===== src/rtl/weight_stream_pkg.sv =====
// weight_stream_pkg: shared defaults and FSM encoding for the weight stream reader
package weight_stream_pkg;
    localparam int DEF_DATA_W = 16;
    localparam int DEF_DEPTH  = 28;
    localparam int DEF_ADDR_W = 5;
    typedef enum logic [1:0] {IDLE, FETCH, DRAIN} state_t;
endpackage


===== src/rtl/weight_stream_reader_fifo.sv =====
// weight_fifo2: two-entry FIFO holding {idx, last, data} between the BRAM and the consumer
module weight_fifo2 #(
    parameter int W = 22
) (
    input  logic         clk,
    input  logic         rst,
    input  logic         push,
    input  logic         pop,
    input  logic [W-1:0] din,
    output logic [W-1:0] dout,
    output logic [1:0]   count
);
    logic [W-1:0] mem [2];
    logic         wp;
    logic         rp;
    assign dout = mem[rp];
    // storage and pointers; push and pop may happen in the same cycle
    always_ff @(posedge clk or posedge rst) begin
        if (rst) begin
            mem[0] <= '0;
            mem[1] <= '0;
            wp     <= 1'b0;
            rp     <= 1'b0;
            count  <= '0;
        end else begin
            if (push) mem[wp] <= din;
            wp    <= wp ^ push;
            rp    <= rp ^ pop;
            count <= count + {1'b0, push} - {1'b0, pop};
        end
    end
endmodule


===== src/rtl/weight_stream_reader.sv =====
// weight_stream_reader: streams DEPTH BRAM weights to the MAC over valid/ready with index and last flag
module weight_stream_reader import weight_stream_pkg::*; #(
    parameter int DATA_W = DEF_DATA_W,
    parameter int DEPTH  = DEF_DEPTH,
    parameter int ADDR_W = DEF_ADDR_W
) (
    input  logic              CLK,
    input  logic              RST,
    input  logic              START,
    output logic              BUSY,
    output logic              DONE,
    output logic              BRAM_EN,
    output logic              BRAM_WE,
    output logic [ADDR_W-1:0] BRAM_ADDR,
    input  logic [DATA_W-1:0] BRAM_DO,
    output logic [DATA_W-1:0] W_DATA,
    output logic [ADDR_W-1:0] W_IDX,
    output logic              W_LAST,
    output logic              W_VALID,
    input  logic              W_READY
);
    localparam int CW = ADDR_W + 1;
    localparam int FW = ADDR_W + 1 + DATA_W;
    localparam logic [CW-1:0]     CNT_END  = CW'(DEPTH);
    localparam logic [ADDR_W-1:0] LAST_IDX = ADDR_W'(DEPTH - 1);

    state_t            state, state_n;
    logic [CW-1:0]     issue_cnt, cnt_n;
    logic [ADDR_W-1:0] addr_n;
    logic              busy_n, done_n, issue, pop, inflight, room;
    logic [2:0]        occ;
    logic [FW-1:0]     head;
    logic [1:0]        count;

    // a read issued last cycle is on the BRAM output now and lands in the FIFO this edge
    assign inflight = BRAM_EN;
    assign BRAM_WE  = 1'b0;
    assign W_VALID  = count != 2'd0;
    assign pop      = W_VALID & W_READY;
    assign W_DATA   = head[DATA_W-1:0];
    assign W_LAST   = head[DATA_W] & W_VALID;
    assign W_IDX    = head[FW-1 -: ADDR_W];
    assign occ      = {1'b0, count} - {2'b0, pop} + {2'b0, inflight};
    assign room     = occ < 3'd2;

    weight_fifo2 #(.W(FW)) u_fifo (
        .clk   (CLK),
        .rst   (RST),
        .push  (inflight),
        .pop   (pop),
        .din   ({BRAM_ADDR, BRAM_ADDR == LAST_IDX, BRAM_DO}),
        .dout  (head),
        .count (count)
    );

    // next state and issue decision; a read only goes out when its FIFO slot is guaranteed
    always_comb begin
        state_n = state;
        busy_n  = BUSY;
        done_n  = 1'b0;
        issue   = 1'b0;
        addr_n  = BRAM_ADDR;
        cnt_n   = issue_cnt;
        case (state)
            IDLE: if (START) begin
                state_n = (DEPTH == 1) ? DRAIN : FETCH;
                busy_n  = 1'b1;
                issue   = 1'b1;
                addr_n  = '0;
                cnt_n   = CW'(1);
            end
            FETCH: if (room && issue_cnt < CNT_END) begin
                issue   = 1'b1;
                addr_n  = issue_cnt[ADDR_W-1:0];
                cnt_n   = issue_cnt + CW'(1);
                state_n = (issue_cnt == CNT_END - CW'(1)) ? DRAIN : FETCH;
            end
            DRAIN: if (pop && W_LAST) begin
                state_n = IDLE;
                busy_n  = 1'b0;
                done_n  = 1'b1;
            end
            default: state_n = IDLE;
        endcase
    end

    // registered FSM state and BRAM control outputs
    always_ff @(posedge CLK or posedge RST) begin
        if (RST) begin
            state     <= IDLE;
            BUSY      <= 1'b0;
            DONE      <= 1'b0;
            BRAM_EN   <= 1'b0;
            BRAM_ADDR <= '0;
            issue_cnt <= '0;
        end else begin
            state     <= state_n;
            BUSY      <= busy_n;
            DONE      <= done_n;
            BRAM_EN   <= issue;
            BRAM_ADDR <= addr_n;
            issue_cnt <= cnt_n;
        end
    end
endmodule


===== config.mk =====
export PLATFORM = sky130hd
export DESIGN_NAME = weight_stream_reader
export DESIGN_NICKNAME = d
export VERILOG_FILES = /design/src/rtl/weight_stream_pkg.sv /design/src/rtl/weight_stream_reader_fifo.sv /design/src/rtl/weight_stream_reader.sv
export SDC_FILE = /design/constraint.sdc
export NUM_CORES = 1
export LEC_CHECK = 0
export ABC_CLOCK_PERIOD_IN_PS = 3800
export BUFFER_PORTS_ARGS = -buffer_cell sky130_fd_sc_hd__buf_2
export CORE_MARGIN = 1.5
export CORE_UTILIZATION = 45
export DETAILED_ROUTE_END_ITERATION = 7
export GPL_TIMING_DRIVEN = 0
export PLACE_DENSITY = 0.76
export RECOVER_POWER = 50
export SYNTH_ARGS = -nofsm -noshare
export SYNTH_HDL_FRONTEND = slang
export SYNTH_HIERARCHICAL = 1
export SYNTH_SLANG_ARGS = --single-unit

===== constraint.sdc =====
create_clock -name CLK -period 3.8 [get_ports CLK]
set_input_delay 0.57 -clock CLK [delete_from_list [all_inputs] [get_ports CLK]]
set_output_delay 0.57 -clock CLK [all_outputs]
set_load 0.02 [all_outputs]

# --- Word level (Yosys, flattened, before mapping) ---
# Index checks and enable logic that the tools add are counted.
classes:
  reduce_logical: 10
  n_lt_le_gt_ge: 5
  bitwise_logic: 6
  eq_ne: 7
  mux: 25
  n_addsub: 5
ops:
  columns: ["operator", "count"]
  rows:
  - ["$mux W22", 4]
  - ["$bwmux W44", 1]
  - ["$demux W22 S1", 1]
  - ["$mux W6", 2]
  - ["$pmux W6 S2", 1]
  - ["$mux W5", 2]
  - ["$pmux W5 S2", 1]
  - ["$reduce_and A3 Y1", 3]
  - ["$mux W2", 4]
  - ["$add A6 B1 Y6 const B", 1]
  - ["$eq A6 B5 Y1 const B", 1]
  - ["$lt A6 B5 Y1 const B", 1]
  - ["$mux W1", 6]
  - ["$ne A2 B2 Y1 const B", 3]
  - ["$pmux W2 S3", 1]
  - ["$reduce_bool A2 Y1", 3]
  - ["$eq A5 B5 Y1 const B", 1]
  - ["$ge A2 B2 Y1 const B", 2]
  - ["$not A1 Y2", 2]
  - ["$pmux W1 S2", 2]
  - ["$add A3 B1 Y3", 1]
  - ["$logic_and A1 B1 Y1", 3]
  - ["$lt A3 B2 Y1 const B", 1]
  - ["$sub A2 B1 Y3", 1]
  - ["other kinds (8)", 10]
totals:
  out_inout_bits: 32
  elab_cells: 69
  reg_bits: 64
  in_bits: 20

# --- Longest topological paths before layout ---
depth:
  ltp_word: 8
  ltp_mapped: 9
  depth_no_buf: 8

# --- Hierarchy ---
# Netlist, hierarchy kept.
by_module_without_submodules:
  columns: ["module", "instances", "seq_area_each_um2", "area_each_um2", "cells_per_inst"]
  rows:
  - ["weight_fifo2", 1, 1201.2, 2113.3, 131]
  - ["weight_stream_reader", 1, 400.4, 850.8, 92]

# --- Worst setup path before layout ---
# Ideal clock, no wire load.
synth_timing:
  kind: "in2reg"
  from: "in W_READY"
  to: "reg state[0]"
  cell_stages: 8
  setup_time_ns: 0.119
  required_ns: 3.681
  arrival_ns: 2.606
  n_path_buf: 0
  setup_slack_ns: 1.075
  cell_sequence: "o21a_1 ha_1 nand2b_1 fa_1 nand2b_1 or2_1 or4_1 o21ba_1"
synth_via:
  elab_chain_len: 7
  word_cells_on_any_way: 9
  classes_between: "add/sub (2); order compare (1); eq/ne (2); bitwise (1); reduce/logical (3)"
synth_lines:
  columns: ["element", "line", "source"]
  rows:
  - ["start, declared", "weight_stream_reader.sv:20", "input logic W_READY"]
  - ["$and A1 B1 Y1 *", "weight_stream_reader.sv:39", "assign pop = W_VALID & W_READY;"]
  - ["$sub A2 B1 Y3", "weight_stream_reader.sv:43", "assign occ = {1'b0, count} - {2'b0, pop} + {2'b0, inflight};"]
  - ["$add A3 B1 Y3", "weight_stream_reader.sv:43", null]
  - ["$lt A3 B2 Y1", "weight_stream_reader.sv:44", "assign room = occ < 3'd2;"]
  - ["$logic_and A1 B1 Y1", "weight_stream_reader.sv:72", "FETCH: if (room && issue_cnt < CNT_END) begin"]
  - ["$ne A2 B2 Y1 (no line)", null, null]
  - ["$reduce_and A3 Y1 (no line) *", null, null]
  - ["end signal, assigned", "weight_stream_reader.sv:97", "state <= state_n;"]
  - ["end, declared", "weight_stream_reader.sv:27", "state_t state, state_n;"]
# Every way passes the cells marked *; elsewhere a longest branch is shown, timed or not.
# A chain may end at the register's enable or synchronous reset.

# --- Worst setup path in the final report ---
layout_timing:
  from: "reg u_fifo.count[1]"
  to: "reg state[0]"
layout_via:
  elab_chain_len: 8
  word_cells_on_any_way: 11
  classes_between: "add/sub (2); order compare (1); eq/ne (2); bitwise (2); reduce/logical (4)"
layout_lines:
  columns: ["element", "line", "source"]
  rows:
  - ["start, declared", "weight_stream_reader_fifo.sv:11", "output logic [1:0] count"]
  - ["start signal, assigned", "weight_stream_reader_fifo.sv:29", "count <= count + {1'b0, push} - {1'b0, pop};"]
  - ["$reduce_bool A2 Y1 *", "weight_stream_reader.sv:38", "assign W_VALID = count != 2'd0;"]
  - ["$and A1 B1 Y1 *", "weight_stream_reader.sv:39", null]
  - ["via pop", "weight_stream_reader.sv:30", "logic busy_n, done_n, issue, pop, inflight, room;"]
  - ["$sub A2 B1 Y3", "weight_stream_reader.sv:43", null]
  - ["$add A3 B1 Y3", "weight_stream_reader.sv:43", null]
  - ["$lt A3 B2 Y1", "weight_stream_reader.sv:44", null]
  - ["$logic_and A1 B1 Y1", "weight_stream_reader.sv:72", null]
  - ["$ne A2 B2 Y1 (no line)", null, null]
  - ["$reduce_and A3 Y1 (no line) *", null, null]
# Mark *: on every way through the listed nets, which the timed path passes. The rest lies on a longest branch.

==> qor.yml <==
critical_path:
  timing.critical_path.max_delay_family: "simple AND/OR/NAND/NOR gates"
  critPathArrivalTime_ns: 3.14
  ff2ff_path_depth: 8
  timing.critical_path.from_type: "flop"
  critPathMostFrequentCell: "sky130_fd_sc_hd__nand2b_1"
  worstPathRequired_ns: 4.03
  crit_path_max_fanout: 5
  timing.critical_path.buf_inv: 0
  critical_path.endpoint_type: "flop"
  r2r_setup_slk_ns: 0.89
  slowest_delay_ns: 0.53
  regToRegStartpoint: "u_fifo/count[1]"
  setup.worst_path.class: "reg2reg"
  cp_cell_sequence: "o21a_1 -> ha_1 -> nand2b_1 -> fa_1 -> nand2b_1 -> or2_1 -> or4_1 -> o21ba_1"
  cp_slowest_cell: "sky130_fd_sc_hd__or4_1"
  rr_endpoint: "state[0]"
synth:
  number_of_warnings_printed_during_yosys_synthesis: 6
  yosys.area.top_type: "sky130_fd_sc_hd__dfrtp_1"
  mappedNetlistArea_sq_um: 2960
  synthDistinctLibCells: 38
  post_synth_inst_count: 223
  synth_edf_count: 0
  ys_top_cells_by_area: "sky130_fd_sc_hd__dfrtp_1 54%, sky130_fd_sc_hd__mux2_2 25%, sky130_fd_sc_hd__ha_1 2.5%"
  ys_seq_elements: 64
  async_set_or_reset_flop_fraction_in_the_synthesized_netlist: 1.00
  synth_top_area_share: 0.540
  synthesis.nets: 250
  share_of_synthesized_area_occupied_by_flip_flops_and_latches: 0.540
  ys_dominant_reg_cell: "sky130_fd_sc_hd__dfrtp_1"
  mean_syn_cell_area_sq_um: 13.3
placement:
  numPortBuffers: 50
  placement.cell_area_sq_um: 3330
  dp_hpwl_um: 3920
  globalplace.congestion: 0.830
  dp_slack_ns: 0.834
cts:
  clockBufferDepth: 2
  cts_hold_buf: 0
  clock_tree.root_cell: "sky130_fd_sc_hd__clkbuf_8"
  cts_resized: 0
  ctsHtreeMaxLevel: 3
  clock_latency_of_the_later_clocked_register_in_the_worst_skew_pair_ns: 0.34
  clk_pin_slew_ns: 0.07
  numCtsBuffers: 9
  cts.sinks: 64
  number_of_buffers_inserted_to_repair_setup_after_cts: 0
  cts_tree: "yes"
pwr:
  power.share.combinational: 0.227
  power.share.switching: 0.291
  irDropWorstVdd_mv: 0.303
  seqPwrFrac: 0.407
  p_switching_uw: 528
  intPower_uw: 1290
  power-per-cell-area_nw_per_um2: 516
  share_clk_of_total_power: 0.366
  p_leak_uw: 0.00174
sta:
  final.setup.tns_ns: 0
  worst_slack_ns: 0.890
  final.min_clock_period_ns: 2.91
  rsz0062_at_grt: "no"
  max-slew-margin-rel: -0.0201
  hold_slack_ns: 0.290
  max_slew.worst_pin.slew_ns: 1.53
  report.final.hold_viol_count: 0
  finalSetupViolations: 0
  maxClockFrequency_ghz: 0.344
  skew_ns: 0.00888
  timing.final.max_slew_violations: 31
  post-route-period-util: 0.766
drt:
  detail_route.wirelength_um: 5580
  drc: 0
  vias: 1926
  drt_pre_antenna_iters: 5
  detail_route.wl_per_cell_um: 15.2
  postRouteAntennaNets: 0
  route.detailed.vias_per_inst: 5.25
  drt_iter0_markers: 68
global_route:
  overall_global_routing_resource_usage: 0.169
  globalRouteOverflowTotal: 0
  grt_pass1_vias: 2048
  grt_max_degree: 31
  grt_pass1_wl_um: 9400
  antenna_found_initial: 0
die:
  die_h_um: 84.2
  fp.coreArea_sq_um: 6350
  io_pins: 52
  initial_core_utilization: 0.467
  rows: 29
  die_width_um: 84.2
  design.die.area_sq_um: 7080
final_layout:
  drive_gt1_frac: 0.469
  layout.cell_area.non_filler_sq_um: 3510
  flow.area_growth_from_synthesis_pct: 18.5
  n_antenna_cell: 0
  finalNetCount: 312
  final.fill_count: 542
hold_path:
  type_of_the_most_critical_hold_path: "in2async"
outcome:
  status: "complete, but fails checks"
  failed_checks: "max-capacitance violations, max-slew violations"
flow_run:
  max_cap_violations: 1
==> registers in the layout, indices dropped and copies added (netlist names) <==
name          count
BRAM_ADDR         5
BRAM_EN           1
BUSY              1
DONE              1
issue_cnt         6
state             2
u_fifo/count      2
u_fifo/mem       44
u_fifo/rp         1
u_fifo/wp         1
==> power by group through the flow <==
stage / logic, uW / registers [uW] / clock network [uW]
3_3_place_gp: 416 / 752 / 0
6_report: 412 / 738 / 664
3_5_place_dp: 424 / 753 / 0
2_1_floorplan: 321 / 745 / 0
5_1_grt: 447 / 742 / 708
4_1_cts: 428 / 740 / 678
==> stage by stage <==
stage               utilization  power, uW  std cells
global placement          0.521       1170        350
floorplan                     -       1070        223
finish                    0.553       1810        367
detailed placement        0.525       1180        351
CTS                       0.561       1850        367
global route              0.553       1900        367
==> worst reg2reg max path, delay by kind of cell (launching register included) <==
kind                       cells  cell delay (ns)
DFF                            1             0.47
and+or+nand+nor                4             1.08
AOI/OAI and AO/OA              2             0.47
adders and majority gates      2             0.79
==> cell type report <==
cell class,instances,area [sq um],share of cell area
flip-flops and latches,64,1600,0.456
multi-input cells,137,1230,0.349
repair buffers,51,251,0.0716
clock buffers,10,138,0.0392
well taps,77,96.3,0.0274
clock inverters,6,92.6,0.0264
plain buffers,12,67.6,0.0192
inverters,10,37.5,0.0107
==> cells by family (layout without fill, tap and decap cells) <==
kind of cell / Yosys count / after routing / synth area share
AOI/OAI and AO/OA: 19 / 19 / 0.0435
xor gates and xnor gates: 3 / 3 / 0.0139
adders and majority gates: 7 / 7 / 0.0321
buffers and inverters: 22 / 89 / 0.0456
DFF: 64 / 64 / 0.540
muxes: 66 / 66 / 0.251
other: 1 / 1 / 0.00127
and+or+nand+nor: 41 / 41 / 0.0726
==> placed cells by master (no fill, tap or decap), types with 2 or more instances in the layout <==
master	n
sky130_fd_sc_hd__dfrtp_1	64
sky130_fd_sc_hd__buf_4	2
sky130_fd_sc_hd__clkinv_4	2
sky130_fd_sc_hd__nand3_1	3
sky130_fd_sc_hd__o21a_1	2
sky130_fd_sc_hd__o211ai_1	2
sky130_fd_sc_hd__nand2_1	19
sky130_fd_sc_hd__nand2b_1	5
sky130_fd_sc_hd__buf_6	2
sky130_fd_sc_hd__clkbuf_1	11
sky130_fd_sc_hd__mux2_2	66
sky130_fd_sc_hd__buf_2	48
sky130_fd_sc_hd__o21ai_0	7
sky130_fd_sc_hd__ha_1	6
sky130_fd_sc_hd__and2_1	2
sky130_fd_sc_hd__clkbuf_8	10
sky130_fd_sc_hd__inv_1	10
sky130_fd_sc_hd__clkinvlp_4	2
sky130_fd_sc_hd__xor2_1	2
sky130_fd_sc_hd__bufinv_16	2
==> Yosys cell counts (2+ instances only) <==
library cell,count
sky130_fd_sc_hd__clkbuf_1,4
sky130_fd_sc_hd__buf_6,6
sky130_fd_sc_hd__dfrtp_1,64
sky130_fd_sc_hd__nand2_1,19
sky130_fd_sc_hd__o21ai_0,7
sky130_fd_sc_hd__mux2_2,66
sky130_fd_sc_hd__inv_1,10
sky130_fd_sc_hd__and2_1,2
sky130_fd_sc_hd__o211ai_1,2
sky130_fd_sc_hd__ha_1,6
sky130_fd_sc_hd__nand3_1,3
sky130_fd_sc_hd__nand2b_1,5
sky130_fd_sc_hd__xor2_1,2
sky130_fd_sc_hd__buf_4,2
sky130_fd_sc_hd__o21a_1,2
==> per-layer routing <==
| layer | wire (um) | global-route usage | up-vias |
|---|---|---|---|
| met5 | 0 | 0 | - |
| met4 | 89 | 0.0700 | 0 |
| met3 | 259 | 0.0403 | 9 |
| met2 | 2780 | 0.295 | 47 |
| met1 | 2450 | 0.202 | 966 |
| li1 | - | - | 904 |
==> worst max-delay path by stage <==
stage | startpoint | endpoint | slack, ns | depth (start not counted)
2_1_floorplan | W_READY | state[0] | 1.08 | 8
3_3_place_gp | W_READY | state[0] | 0.85 | 9
3_5_place_dp | W_READY | state[0] | 0.83 | 9
4_1_cts | u_fifo/count[1] | state[0] | 0.91 | 8
5_1_grt | u_fifo/count[1] | state[0] | 0.77 | 8
6_report | u_fifo/count[1] | state[0] | 0.89 | 8
(Power assumes the default switching activity.)
